$ cat config.mk
export PLATFORM = sky130hd
export DESIGN_NAME = vscale_htif_tohost_monitor_flat
export DESIGN_NICKNAME = d
export VERILOG_FILES = /design/src/rtl/vscale_htif_tohost_monitor_if.sv /design/src/rtl/vscale_htif_tohost_monitor.sv /design/src/flat_wrapper.sv
export SDC_FILE = /design/constraint.sdc
export NUM_CORES = 1
export LEC_CHECK = 0
export ABC_CLOCK_PERIOD_IN_PS = 3100
export CAP_MARGIN = 20
export CORE_AREA = 2 2 143 180
export DETAILED_ROUTE_END_ITERATION = 10
export DIE_AREA = 0 0 145 182
export PLACE_DENSITY = 0.77
export SETUP_SLACK_MARGIN = 0.3
export SLEW_MARGIN = 20
export SYNTH_ARGS = -nofsm -noshare
export SYNTH_HDL_FRONTEND = slang
export SYNTH_SLANG_ARGS = --single-unit
export TNS_END_PERCENT = 20
$ cat constraint.sdc
create_clock -name clk -period 3.1 [get_ports clk]
set_clock_uncertainty 0.2 [all_clocks]
set_input_delay 0.775 -clock clk [delete_from_list [all_inputs] [get_ports clk]]
set_output_delay 0.775 -clock clk [all_outputs]
set_load 0.1 [all_outputs]
$ cat src/rtl/vscale_htif_tohost_monitor_if.sv
// ---------------------------------------------------------------------------
// vscale_htif_tohost_monitor_if
//
// HTIF PCR request/response channel between a host-side PCR master (the
// tohost monitor) and the vscale simulation top (the PCR slave).
//
// Signals:
//   htif_pcr_req_valid   master -> slave  request valid
//   htif_pcr_req_ready   slave  -> master request accepted
//   htif_pcr_req_rw      master -> slave  1 = write, 0 = read
//   htif_pcr_req_addr    master -> slave  12-bit CSR address
//   htif_pcr_req_data    master -> slave  write data
//   htif_pcr_resp_valid  slave  -> master response valid
//   htif_pcr_resp_ready  master -> slave  response accepted
//   htif_pcr_resp_data   slave  -> master response data
// ---------------------------------------------------------------------------
interface vscale_htif_tohost_monitor_if #(
    parameter int HTIF_PCR_WIDTH = 64
) ();
    logic                      htif_pcr_req_valid;
    logic                      htif_pcr_req_ready;
    logic                      htif_pcr_req_rw;
    logic [11:0]               htif_pcr_req_addr;
    logic [HTIF_PCR_WIDTH-1:0] htif_pcr_req_data;
    logic                      htif_pcr_resp_valid;
    logic                      htif_pcr_resp_ready;
    logic [HTIF_PCR_WIDTH-1:0] htif_pcr_resp_data;

    modport master (
        output htif_pcr_req_valid,
        output htif_pcr_req_rw,
        output htif_pcr_req_addr,
        output htif_pcr_req_data,
        output htif_pcr_resp_ready,
        input  htif_pcr_req_ready,
        input  htif_pcr_resp_valid,
        input  htif_pcr_resp_data
    );

    modport slave (
        input  htif_pcr_req_valid,
        input  htif_pcr_req_rw,
        input  htif_pcr_req_addr,
        input  htif_pcr_req_data,
        input  htif_pcr_resp_ready,
        output htif_pcr_req_ready,
        output htif_pcr_resp_valid,
        output htif_pcr_resp_data
    );
endinterface

$ cat src/rtl/vscale_htif_tohost_monitor.sv
// ---------------------------------------------------------------------------
// vscale_htif_tohost_monitor
//
// Host-side HTIF PCR master. Polls the tohost CSR with PCR reads until the
// core writes a non-zero value, clears tohost with a PCR write, then reports
// pass (tohost == 1), fail (fail_code = tohost >> 1) or timeout.
//
// Ports:
//   clk          clock
//   reset        asynchronous, active-low reset
//   max_cycles   timeout limit in cycles, 0 disables the timeout
//   pcr          HTIF PCR request/response channel (master side)
//   done         sticky, test finished
//   pass         sticky, tohost == 1
//   fail         sticky, tohost non-zero and != 1
//   timeout      sticky, cycle limit exceeded
//   fail_code    tohost >> 1 on fail, else 0
//   cycle_count  cycles since reset release, frozen once done
//
// All outputs are registered; request/response handshake outputs are computed
// from the next state so they line up with the state register.
// ---------------------------------------------------------------------------
module vscale_htif_tohost_monitor #(
    parameter int          HTIF_PCR_WIDTH = 64,
    parameter logic [11:0] TOHOST_ADDR    = 12'h780,
    parameter int          POLL_GAP       = 8,
    parameter int          CNT_W          = 64
) (
    input  logic                        clk,
    input  logic                        reset,
    input  logic [CNT_W-1:0]            max_cycles,
    vscale_htif_tohost_monitor_if.master pcr,
    output logic                        done,
    output logic                        pass,
    output logic                        fail,
    output logic                        timeout,
    output logic [HTIF_PCR_WIDTH-1:0]   fail_code,
    output logic [CNT_W-1:0]            cycle_count
);

    // Gap counter holds at most POLL_GAP-1.
    localparam int GAP_W = (POLL_GAP > 2) ? $clog2(POLL_GAP) : 1;

    typedef enum logic [2:0] {
        RD_REQ,
        RD_RESP,
        GAP,
        WR_REQ,
        WR_RESP,
        DONE
    } state_t;

    state_t                    state_q, state_d;
    logic [GAP_W-1:0]          gap_q, gap_d;
    logic [HTIF_PCR_WIDTH-1:0] tohost_q, tohost_d;
    logic                      req_valid_q, req_valid_d;
    logic                      req_rw_q, req_rw_d;
    logic                      resp_ready_q, resp_ready_d;
    logic                      done_q, done_d;
    logic                      pass_q, pass_d;
    logic                      fail_q, fail_d;
    logic                      timeout_q, timeout_d;
    logic [HTIF_PCR_WIDTH-1:0] fail_code_q, fail_code_d;
    logic [CNT_W-1:0]          cycle_count_q, cycle_count_d;

    logic req_fire;
    logic resp_fire;
    logic timeout_hit;

    always_comb begin
        state_d       = state_q;
        gap_d         = gap_q;
        tohost_d      = tohost_q;
        done_d        = done_q;
        pass_d        = pass_q;
        fail_d        = fail_q;
        timeout_d     = timeout_q;
        fail_code_d   = fail_code_q;
        cycle_count_d = cycle_count_q;

        req_fire    = req_valid_q && pcr.htif_pcr_req_ready;
        resp_fire   = resp_ready_q && pcr.htif_pcr_resp_valid;
        timeout_hit = (max_cycles != '0) && (cycle_count_q > max_cycles) && !done_q;

        // Saturating counter, frozen once done.
        if (!done_q && (cycle_count_q != '1)) begin
            cycle_count_d = cycle_count_q + CNT_W'(1);
        end

        case (state_q)
            RD_REQ: begin
                if (req_fire) begin
                    state_d = RD_RESP;
                end
            end
            RD_RESP: begin
                if (resp_fire) begin
                    if (pcr.htif_pcr_resp_data == '0) begin
                        // Re-request lands POLL_GAP cycles after the zero response.
                        if (POLL_GAP == 1) begin
                            state_d = RD_REQ;
                        end else begin
                            state_d = GAP;
                            gap_d   = GAP_W'(POLL_GAP - 1);
                        end
                    end else begin
                        tohost_d = pcr.htif_pcr_resp_data;
                        state_d  = WR_REQ;
                    end
                end
            end
            GAP: begin
                // Leave one cycle early so the registered req_valid rises on time.
                if (gap_q <= GAP_W'(1)) begin
                    state_d = RD_REQ;
                    gap_d   = '0;
                end else begin
                    gap_d = gap_q - GAP_W'(1);
                end
            end
            WR_REQ: begin
                if (req_fire) begin
                    state_d = WR_RESP;
                end
            end
            WR_RESP: begin
                if (resp_fire) begin
                    state_d = DONE;
                    done_d  = 1'b1;
                    if (tohost_q == HTIF_PCR_WIDTH'(1)) begin
                        pass_d = 1'b1;
                    end else begin
                        fail_d      = 1'b1;
                        fail_code_d = tohost_q >> 1;
                    end
                end
            end
            DONE:    state_d = DONE;
            default: state_d = RD_REQ;
        endcase

        // A completed clearing write beats a simultaneous timeout; anything
        // else in flight is abandoned.
        if (timeout_hit && !((state_q == WR_RESP) && resp_fire)) begin
            state_d   = DONE;
            done_d    = 1'b1;
            timeout_d = 1'b1;
        end

        req_valid_d  = (state_d == RD_REQ) || (state_d == WR_REQ);
        req_rw_d     = (state_d == WR_REQ);
        resp_ready_d = (state_d == RD_RESP) || (state_d == WR_RESP);
    end

    always_ff @(posedge clk or negedge reset) begin
        if (!reset) begin
            state_q       <= RD_REQ;
            gap_q         <= '0;
            tohost_q      <= '0;
            req_valid_q   <= 1'b0;
            req_rw_q      <= 1'b0;
            resp_ready_q  <= 1'b0;
            done_q        <= 1'b0;
            pass_q        <= 1'b0;
            fail_q        <= 1'b0;
            timeout_q     <= 1'b0;
            fail_code_q   <= '0;
            cycle_count_q <= '0;
        end else begin
            state_q       <= state_d;
            gap_q         <= gap_d;
            tohost_q      <= tohost_d;
            req_valid_q   <= req_valid_d;
            req_rw_q      <= req_rw_d;
            resp_ready_q  <= resp_ready_d;
            done_q        <= done_d;
            pass_q        <= pass_d;
            fail_q        <= fail_d;
            timeout_q     <= timeout_d;
            fail_code_q   <= fail_code_d;
            cycle_count_q <= cycle_count_d;
        end
    end

    assign pcr.htif_pcr_req_valid  = req_valid_q;
    assign pcr.htif_pcr_req_rw     = req_rw_q;
    assign pcr.htif_pcr_req_addr   = TOHOST_ADDR;
    assign pcr.htif_pcr_req_data   = '0;
    assign pcr.htif_pcr_resp_ready = resp_ready_q;

    assign done        = done_q;
    assign pass        = pass_q;
    assign fail        = fail_q;
    assign timeout     = timeout_q;
    assign fail_code   = fail_code_q;
    assign cycle_count = cycle_count_q;

endmodule

$ cat src/flat_wrapper.sv
// flat-port wrapper written by rule: the top's interface ports become plain ports
module vscale_htif_tohost_monitor_flat 
#(
    parameter int          HTIF_PCR_WIDTH = 64,
    parameter logic [11:0] TOHOST_ADDR    = 12'h780,
    parameter int          POLL_GAP       = 8,
    parameter int          CNT_W          = 64
)
  (clk, reset, max_cycles, done, pass, fail, timeout, fail_code, cycle_count, pcr_htif_pcr_req_valid, pcr_htif_pcr_req_rw, pcr_htif_pcr_req_addr, pcr_htif_pcr_req_data, pcr_htif_pcr_resp_ready, pcr_htif_pcr_req_ready, pcr_htif_pcr_resp_valid, pcr_htif_pcr_resp_data);
  vscale_htif_tohost_monitor_if #(.HTIF_PCR_WIDTH(HTIF_PCR_WIDTH)) pcr_i ();
  input  logic clk;
  input  logic reset;
  input  logic [CNT_W-1:0] max_cycles;
  output logic done;
  output logic pass;
  output logic fail;
  output logic timeout;
  output logic [HTIF_PCR_WIDTH-1:0] fail_code;
  output logic [CNT_W-1:0] cycle_count;
  output wire logic [$bits(pcr_i.htif_pcr_req_valid)-1:0] pcr_htif_pcr_req_valid;
  output wire logic [$bits(pcr_i.htif_pcr_req_rw)-1:0] pcr_htif_pcr_req_rw;
  output wire logic [$bits(pcr_i.htif_pcr_req_addr)-1:0] pcr_htif_pcr_req_addr;
  output wire logic [$bits(pcr_i.htif_pcr_req_data)-1:0] pcr_htif_pcr_req_data;
  output wire logic [$bits(pcr_i.htif_pcr_resp_ready)-1:0] pcr_htif_pcr_resp_ready;
  input wire logic [$bits(pcr_i.htif_pcr_req_ready)-1:0] pcr_htif_pcr_req_ready;
  input wire logic [$bits(pcr_i.htif_pcr_resp_valid)-1:0] pcr_htif_pcr_resp_valid;
  input wire logic [$bits(pcr_i.htif_pcr_resp_data)-1:0] pcr_htif_pcr_resp_data;
  assign pcr_htif_pcr_req_valid = pcr_i.htif_pcr_req_valid;
  assign pcr_htif_pcr_req_rw = pcr_i.htif_pcr_req_rw;
  assign pcr_htif_pcr_req_addr = pcr_i.htif_pcr_req_addr;
  assign pcr_htif_pcr_req_data = pcr_i.htif_pcr_req_data;
  assign pcr_htif_pcr_resp_ready = pcr_i.htif_pcr_resp_ready;
  assign pcr_i.htif_pcr_req_ready = pcr_htif_pcr_req_ready;
  assign pcr_i.htif_pcr_resp_valid = pcr_htif_pcr_resp_valid;
  assign pcr_i.htif_pcr_resp_data = pcr_htif_pcr_resp_data;
  vscale_htif_tohost_monitor #(.HTIF_PCR_WIDTH(HTIF_PCR_WIDTH), .TOHOST_ADDR(TOHOST_ADDR), .POLL_GAP(POLL_GAP), .CNT_W(CNT_W)) u_core (.clk(clk), .reset(reset), .max_cycles(max_cycles), .pcr(pcr_i), .done(done), .pass(pass), .fail(fail), .timeout(timeout), .fail_code(fail_code), .cycle_count(cycle_count));
endmodule
# Yosys cells after proc, flatten, opt, wreduce, memory -nomap -nowiden
# Index checks and enable logic that the tools add are counted.
# Widths: inputs -> output; s select.
dict set report classes {
  muxes 15
  reduce_logical 23
  n_bitwise 2
  n_lt_le_gt_ge 2
  eq_ne 12
  addsub 2
}
# op count
set ops {}
lappend ops {{$add 64x1->64 const B} 1}
lappend ops {{$eq 64x1->1 const B} 1}
lappend ops {{$gt 64x64->1} 1}
lappend ops {{$logic_not 64->1} 1}
lappend ops {{$ne 64x64->1 const B} 1}
lappend ops {{$reduce_bool 64->1} 1}
lappend ops {{$mux 3} 9}
lappend ops {{$pmux 3 s6} 1}
lappend ops {{$reduce_and 3->1} 4}
lappend ops {{$eq 3x2->1 const B} 3}
lappend ops {{$eq 3x3->1 const B} 3}
lappend ops {{$logic_and 1x1->1} 7}
lappend ops {{$eq 3x1->1 const B} 2}
lappend ops {{$logic_not 3->1} 2}
lappend ops {{$pmux 3 s2} 1}
lappend ops {{$reduce_bool 2->1} 3}
lappend ops {{$mux 1} 4}
lappend ops {{$ne 2x1->1 const B} 2}
lappend ops {{$le 3x1->1 const B} 1}
lappend ops {{$sub 3x1->3 const B} 1}
lappend ops {{$logic_not 1->1} 2}
lappend ops {{$logic_or 1x1->1} 2}
lappend ops {{$not 1->1} 2}
lappend ops {{$reduce_and 2->1} 1}
dict set report totals {
  inputBits 132
  out_inout_bits 211
  word_cells 68
  register_bits 204
}

# Logic depth before layout (Yosys ltp)
# Gate-level depths: netlist of the first run.
dict set report depth {
  word_depth 7
  depth_mapped 9
  ltp_nobuf 9
}

# Worst setup path before layout of the first run
# OpenSTA, ideal clock, no wires.
dict set report synth_timing {
  kind {register to register}
  start {register u_core.cycle_count_q[10], in the netlist u_core.cycle_count[10]}
  end {register u_core.req_valid_q, in the netlist u_core.pcr.htif_pcr_req_valid}
  path_stages_with_launch 9
  required_time_ns 2.778
  period_less_slack_ns 3.171
  n_path_buf 0
  arrival_time_ns 2.849
  setup_time_ns 0.122
  setup_slack_ns -0.071
  cell_sequence {dfrtp_1 > ha_1 > a21oi_1 > nand3_1 > o21a_1 > or3_1 > a41oi_1 > a21oi_1 > a2111oi_1}
}
dict set report synth_via {
  elab_chain_cells 7
  elab_cells_between_ends 8
}
# element line
set synth_lines {}
lappend synth_lines {{start: declaration} vscale_htif_tohost_monitor.sv:64} ;# logic [CNT_W-1:0] cycle_count_q, cycle_count_d;
lappend synth_lines {{start signal: assignment} vscale_htif_tohost_monitor.sv:181} ;# cycle_count_q <= cycle_count_d;
lappend synth_lines {{$gt 64x64->1 (*)} vscale_htif_tohost_monitor.sv:83} ;# timeout_hit = (max_cycles != '0) && (cycle_count_q > max_cycles) && !done_q;
lappend synth_lines {{$logic_and 1x1->1 (*) (2 in a row)} vscale_htif_tohost_monitor.sv:83}
lappend synth_lines {{$logic_and 1x1->1 (*)} vscale_htif_tohost_monitor.sv:144} ;# if (timeout_hit && !((state_q == WR_RESP) && resp_fire)) begin
lappend synth_lines {{$mux 3 (*)} vscale_htif_tohost_monitor.sv:144}
lappend synth_lines {{$eq 3x2->1 or $logic_not 3->1 (tied branches)} vscale_htif_tohost_monitor.sv:150} ;# req_valid_d = (state_d == RD_REQ) || (state_d == WR_REQ);
lappend synth_lines {{$logic_or 1x1->1 (*)} vscale_htif_tohost_monitor.sv:150}
lappend synth_lines {{named net u_core.req_valid_d} vscale_htif_tohost_monitor.sv:56} ;# logic req_valid_q, req_valid_d;
lappend synth_lines {{end signal: assignment} vscale_htif_tohost_monitor.sv:173} ;# req_valid_q <= req_valid_d;
lappend synth_lines {{end: declaration} vscale_htif_tohost_monitor.sv:56}
# Mark *: on every way through the listed nets, which the timed path passes. The rest lies on a longest branch.
# A chain may end at the register's enable or synchronous reset.

# Final worst setup path of the first run
dict set report layout_timing {
  start {input port max_cycles[16]}
  end {register u_core.state_q[0]}
}
dict set report layout_via {
  elab_chain_cells 5
  elab_cells_between_ends 6
}
# element line
set layout_lines {}
lappend layout_lines {{start: declaration} flat_wrapper.sv:13} ;# input logic [CNT_W-1:0] max_cycles;
lappend layout_lines {{$gt 64x64->1 or $reduce_bool 64->1 (tied branches)} vscale_htif_tohost_monitor.sv:83}
lappend layout_lines {{$logic_and 1x1->1 (*) (2 in a row)} vscale_htif_tohost_monitor.sv:83}
lappend layout_lines {{$logic_and 1x1->1 (*)} vscale_htif_tohost_monitor.sv:144}
lappend layout_lines {{$mux 3 (*)} vscale_htif_tohost_monitor.sv:144}
lappend layout_lines {{named net u_core.state_d[0]} vscale_htif_tohost_monitor.sv:53} ;# state_t state_q, state_d;
lappend layout_lines {{end signal: assignment} vscale_htif_tohost_monitor.sv:170} ;# state_q <= state_d;
lappend layout_lines {{end: declaration} vscale_htif_tohost_monitor.sv:53}
# Marked as above.

==> results of run 1 <==
[timing repair]
action                     in CTS  in global routing
setup endpoints to repair      72                 92
resized for setup             108                102
buffers inserted                5                  5
cloned                          0                  4
pin swaps                      52                 34
[cells in the final DEF, fill, tap and decap left out, types with 28 or more instances in the layout]
cell               n
buf_4            217
clkdlybuf4s50_1   38
conb_1            77
dfrtp_1          148
dfrtp_2           56
dlygate4sd2_1     30
dlymetal6s2s_1    55
ha_1              38
ha_4              29
inv_1             50
mux2_2           128
nand2_1           44
nand3_1           37
nand4_1           46
nor2_1            28
nor4_1            37
xnor2_1           46
[cells by family (layout without fill, tap and decap cells)]
group	Yosys count	count (layout)	synth area share, %
DFF	204	204	46.3
and+or+nand+nor	289	289	14.9
buffers and inverters	172	472	8.69
muxes	128	128	13.1
other	2	78	0.0682
adders and majority gates	67	67	7.61
AOI/OAI and AO/OA	76	76	4.20
xor gates and xnor gates	64	64	5.09
[critical path, delay by kind of cell]
family / cells / cell delay [ns]
AO/OA/AOI/OAI: 2 / 0.18
buffers and inverters: 4 / 0.89
AND/OR/NAND/NOR: 5 / 1.25
[state kept, by name, indices dropped and copies added (netlist names)]
name / cells
u_core.tohost_q: 64
u_core.timeout: 1
u_core.state_q: 3
u_core.gap_q: 3
u_core.done: 1
u_core.pcr.htif_pcr_req_rw: 1
u_core.fail: 1
u_core.pcr.htif_pcr_req_valid: 1
u_core.fail_code: 63
u_core.pcr.htif_pcr_resp_ready: 1
u_core.pass: 1
u_core.cycle_count: 64
[final cells by class]
type	count	area, um2
fillers	1864	9000
multi-input cells	701	5930
flip-flops and latches	204	5170
repair buffers	360	3300
clock buffers	26	554
well taps	335	419
inverters	76	285
clock inverters	10	135
diodes	1	2.50
[power groups by stage]
stage / clock network [mW] / registers (mW) / logic, mW
global route: 2.73 / 4.42 / 6.74
finish: 2.58 / 4.30 / 6.50
floorplan: 0 / 7.03 / 1.98
global placement: 0 / 4.25 / 6.16
CTS: 2.63 / 4.27 / 6.33
detailed placement: 0 / 4.32 / 6.25
[per-stage QoR]
| step | setup TNS, ns | hold WS (ns) | cell area, um2 | setup WS, ns |
|---|---|---|---|---|
| final | 0 | 0.0382 | 15800 | 0.172 |
| after global routing | 0 | 0.0587 | 15800 | 0.136 |
| after CTS | 0 | 0.0345 | 15300 | 0.292 |
| after detailed placement | -22.03 | 0.266 | 14200 | -0.473 |
| after global placement | -22.74 | 0.250 | 14200 | -0.401 |
| after floorplan | 0 | 0.272 | 11400 | 0.296 |
[layer usage]
metal | wire length, um | track usage [%]
met1 | 12900 | 28.1
met2 | 17300 | 43.4
met4 | 1240 | 8.40
met5 | 11 | 0
met3 | 2310 | 4.67
[final timing paths]
path                            slack (ns)                      to
worst max-delay path                  0.17       u_core.state_q[0]
worst min-delay path                  0.04     u_core.tohost_q[25]
worst max register to register        0.41   u_core.cycle_count[5]
worst min register to register        0.28             u_core.fail
max in group asynchronous             1.91  u_core.cycle_count[18]
min in group clk                      0.28             u_core.fail
==> metrics.md, run 1 <==
| Metric | Value |
|---|---|
| Status | complete, no violations |
| Post-synthesis sequential area ratio | 46.3% |
| Later-pin clock latency in the skew report | 0.50 ns |
| ANT nets after route | 0 |
| CTS buffer count | 21 |
| Unrepaired setup endpoints after global routing | yes |
| DR pass1 iterations | 7 |
| Detailed placer's ending HPWL | 24600 um |
| Antenna violations before repair | 2 |
| Share of cells above drive strength 1 | 40.7% |
| Top cell type's share of synthesized area | 46.3% |
| Die X | 145 um |
| Largest net degree at the start of global routing | 66 |
| Die H | 182 um |
| Residual DRC | 0 |
| Leakage | 7.75 nW |
| FMAX | 342 MHz |
| Syn Inst Count | 1002 |
| Clock power share | 19.3% |
| Worst VDD drop | 0.000381 V |
| Clk pin slew, worst setup/hold paths | 0.06 ns |
| Origin of the worst setup path | max_cycles[16] |
| Crit path time final | 2.93 ns |
| Routed vias | 9201 |
| H-tree levels | 1 |
| Worst path required time | 3.26 ns |
| CTS Buffer Depth | 3 |
| Sw Pwr | 6.39 mW |
| Worst Setup Start Kind | input port |
| Netlist cell types | 58 |
| Area Growth Syn to Fin | 43.4% |
| Initial Util | 44.4% |
| Synth cell count leaders | dfrtp_1, mux2_2, buf_4, inv_1, ha_1 |
| PortBufs | 265 |
| CP arrival | 3.09 ns |
| Post-synth top area cell | dfrtp_1 |
| Crit Path Max Fanout | 5 |
| Placed cells | 1662 |
| Pint | 6.98 mW |
| Final WL | 33800 um |
| # IOs | 343 |
| Design Power | 13.4 mW |
| Hold_buf cts | 0 |
| Clk sinks | 204 |
| Worst Tran Pin Value | 0.583 ns |
| Logic pwr share | 48.6% |
| Avg WL per Cell | 19.7 um |
| Final net count | 1563 |
| Final cell utilization of the core | 63.7% |
| Max stage delay on crit path | 0.44 ns |
| Final Setup Violations | 0 |
| Syn Std Cell Area | 11000 um2 |
| Share of power burned in registers | 32.2% |
| Slew Limit Headroom | 60.9% |
| FF+latch count, synth | 204 |
| GRT Resource Usage Total | 23.9% |
| Max cap viols | 0 |
| Root Driver | clkbuf_16 |
| Global-route wire length before repair | 50800 um |
| CTS tree | yes |
| Die area | 26400 um2 |
| Layout Cells excl Fill | 1713 |
| Sw frac | 47.8% |
| Gpl congestion | 0.861 |
| 1st-iter DRT viols | 399 |
| Vias in the first global route | 9417 |
| Std-Cell Rows | 65 |
| Synth Flop Type | dfrtp_1 |
| EDFF count, synth | 0 |
| CP endpoint kind | flip-flop |
| Vias per std cell | 5.37 |
| Most numerous cell in the Yosys netlist | dfrtp_1 |
| Core area | 24800 um2 |
| Synth top area cells | dfrtp_1, mux2_2, ha_1 |
| Asr flop ratio synth | 100% |
| Hold crit path type | in -> async |
| Syn. warnings | 0 |
| Final cycle utilization of the critical path | 94.4% |
| Worst R2R Start | u_core.cycle_count[30] |
| Slew Limit Fails | 0 |
| Final hold viol count | 0 |
| Worst R2R Path Depth | 8 |
| Grt ovf | 0 |
| WS Path Type | in -> reg |
| Syn Area/Cell | 11.0 um2 |
| Power Density | 846 nW/um2 |
| Crit-path cells | clkdlybuf4s50_1, buf_4, nor4_1, nand4_1, nor4_1, buf_4, a41o_1, or3_4, a21oi_4, buf_6, nand2b_1 |
| Slowest CP cell | clkdlybuf4s50_1 |
No activity file was read; power rests on OpenSTA's default activity.
==> run 2: changes to the inputs <==
- ABC_CLOCK_PERIOD_IN_PS: 3100 -> unset
- GPL_ROUTABILITY_DRIVEN: unset -> 0
- PLACE_DENSITY: 0.77 -> 0.84
==> metrics.md, run 2 (synthesis results as in run 1) <==
| Metric | Value |
|---|---|
| Antenna violations before repair | 5 (+3) |
| Met2 capacity usage during global routing | 43.5% (+0.15 points) |
| CP endpoint kind | flip-flop |
| Hold_buf cts | 0 (unchanged) |
| Pre-CTS worst setup slack | -0.567 ns (-0.0942 ns) |
| Final Setup Violations | 0 (unchanged) |
| Status | complete, no violations |
| Largest net degree at the start of global routing | 66 (unchanged) |
| Worst Tran Pin Value | 0.592 ns (+0.00914 ns) |
| Max stage delay on crit path | 0.45 ns (about the same) |
| Max cap viols | 0 (unchanged) |
| Residual DRC | 0 (unchanged) |
| Commonest non-fill, non-tap cell in the layout | buf_4 |
| GRT Resource Usage Total | 24.4% (+0.57 points) |
| Fin Setup TNS | 0 ns (unchanged) |
| Initial Util | 44.4% (unchanged) |
| Final hold viol count | 0 (unchanged) |
| Post-route setup slack | 0.224 ns (+0.0522 ns) |
| Final net count | 1574 (+0.70%) |
| Hold crit path type | in -> async |
| H-tree levels | 1 (unchanged) |
| Clock power share | 20.5% (+1.2 points) |
| Later-pin clock latency in the skew report | 0.52 ns (+0.02 ns) |
| Die X | 145 um (unchanged) |
| Sequential standard cell area | 5170 um2 (unchanged) |
| Pint | 7.12 mW (+2.0%) |
| Slew Limit Headroom | 60.5% (-0.43 points) |
| Commonest non-fill, non-tap cells in the layout | buf_4, dfrtp_1, mux2_2 |
| Clk sinks | 204 (unchanged) |
| Met1 usage | 26.8% (-1.3 points) |
| Top Usage Layer GRT | met2 |
| CTS Buffer Depth | 3 (unchanged) |
| WS Path Type | in -> reg |
| Layout fillers | 1741 (-6.6%) |
| Die H | 182 um (unchanged) |
| Area of the multi-input gates | 6040 um2 (+1.8%) |
| Global-route wire length before repair | 51700 um (+1.8%) |
| Crit-path cells | clkdlybuf4s50_1, nor4_2, nand4_1, nor4_2, buf_4, buf_4, nor3_4, buf_12, buf_12, mux2_2 |
| Die area | 26400 um2 (unchanged) |
| Grt ovf | 0 (unchanged) |
| Worst Setup Start Kind | input port |
| Avg WL per Cell | 20.5 um (+4.1%) |
| Unrepaired setup endpoints after global routing | yes |
| Root Driver | clkbuf_16 |
| Share of power burned in registers | 31.8% (-0.4 points) |
| Vias in the first global route | 9451 (+0.36%) |
| Sw Pwr | 6.49 mW (+1.6%) |
| Slowest CP cell | clkdlybuf4s50_1 |
| Clk pin slew, worst setup/hold paths | 0.06 ns (about the same) |
| Final WL | 35500 um (+5.0%) |
| Std-Cell Rows | 65 (unchanged) |
| M3 GR Usage | 6.03% (+1.4 points) |
| # IOs | 343 (unchanged) |
| Core area | 24800 um2 (unchanged) |
| DR pass1 iterations | 5 (-2) |
| Logic pwr share | 47.7% (-0.9 points) |
| Final cycle utilization of the critical path | 92.8% (-1.7 points) |
| Worst VDD drop | 0.000423 V (+11%) |
| Share of cells above drive strength 1 | 41.9% (+1.2 points) |
| Crit path time final | 2.88 ns (-0.0522 ns) |
| Worst path required time | 3.28 ns (+0.02 ns) |
| Detailed placer's ending HPWL | 24800 um (+0.87%) |
| FMAX | 348 MHz (+1.8%) |
| 1st-iter DRT viols | 548 (+37%) |
| Area Growth Syn to Fin | 45.1% |
| Vias per std cell | 5.51 (+2.6%) |
| Leakage | 7.82 nW (+0.92%) |
| PortBufs | 265 (unchanged) |
| CTS buffer count | 22 (+4.8%) |
| Routed vias | 9525 (+3.5%) |
| CTS tree | yes |
| Power Density | 851 nW/um2 (+0.62%) |
| Crit Path Max Fanout | 25 (+20) |
| ANT nets after route | 0 (unchanged) |
| CP arrival | 3.06 ns (-0.03 ns) |
| Slew Limit Fails | 0 (unchanged) |
| Sw frac | 47.7% (-0.095 points) |
-- run 2: routing by layer --
| layer | share of wire (%) | up-vias |
|---|---|---|
| li1 | - | 4190 |
| met4 | 5.0 | 4 |
| met2 | 51 | 515 |
| met3 | 8.1 | 128 |
| met5 | 0.070 | - |
| met1 | 36 | 4688 |
-- run 2: final cells by class --
type,instances,area share (%)
Tap cell,335,2.62
Multi-Input combinational cell,701,37.8
Antenna cell,3,0.0469
Clock buffer,28,3.71
Timing Repair Buffer,370,20.6
Clock inverter,12,1.12
Sequential cell,204,32.4
Inverter,76,1.78
-- run 2: worst max-delay path: cells and delay by family --
family | cells | cell delay [ns]
buffers and inverters | 5 | 1.05
and+or+nand+nor | 4 | 0.93
muxes | 1 | 0.29
-- run 2: repair_timing --
item | CTS | global route
buffers inserted | 5 | 8
gates cloned | 0 | 1
setup endpoints to repair | 81 | 92
pin swaps | 38 | 44
gates resized for setup | 87 | 127
-- run 2: metrics by stage --
stage	cell area [um2]	cells	total power [mW]	hold slack [ns]	util, %
detailed placement	14200	1672	10.6	0.257	57.3
global route	16000	1728	14.1	0.0772	64.5
global placement	14200	1672	10.4	0.252	57.3
CTS	15400	1717	13.5	0.0735	61.9
floorplan	11400	1077	9.01	0.272	-
finish	16000	1729	13.6	0.0397	64.5
-- run 2: path summary, 6_finish.rpt --
path,start,to,slack [ns],cells after the start
setup reg to reg,u_core.cycle_count[36],u_core.pcr.htif_pcr_resp_ready,0.33,12
min in group clk,u_core.timeout,u_core.timeout,0.28,1
hold reg to reg,u_core.timeout,u_core.timeout,0.28,1
max in group asynchronous,reset,u_core.fail_code[0],1.88,2
hold / removal,reset,u_core.tohost_q[20],0.04,1
setup / recovery,pcr_htif_pcr_resp_data[29],u_core.tohost_q[60],0.22,10
-- run 2: power by group through the flow --
stage	registers, mW	logic (mW)	clock network, mW
2_1_floorplan	7.03	1.98	0
3_3_place_gp	4.25	6.14	0
3_5_place_dp	4.31	6.27	0
4_1_cts	4.28	6.35	2.85
5_1_grt	4.43	6.73	2.96
6_report	4.33	6.50	2.79
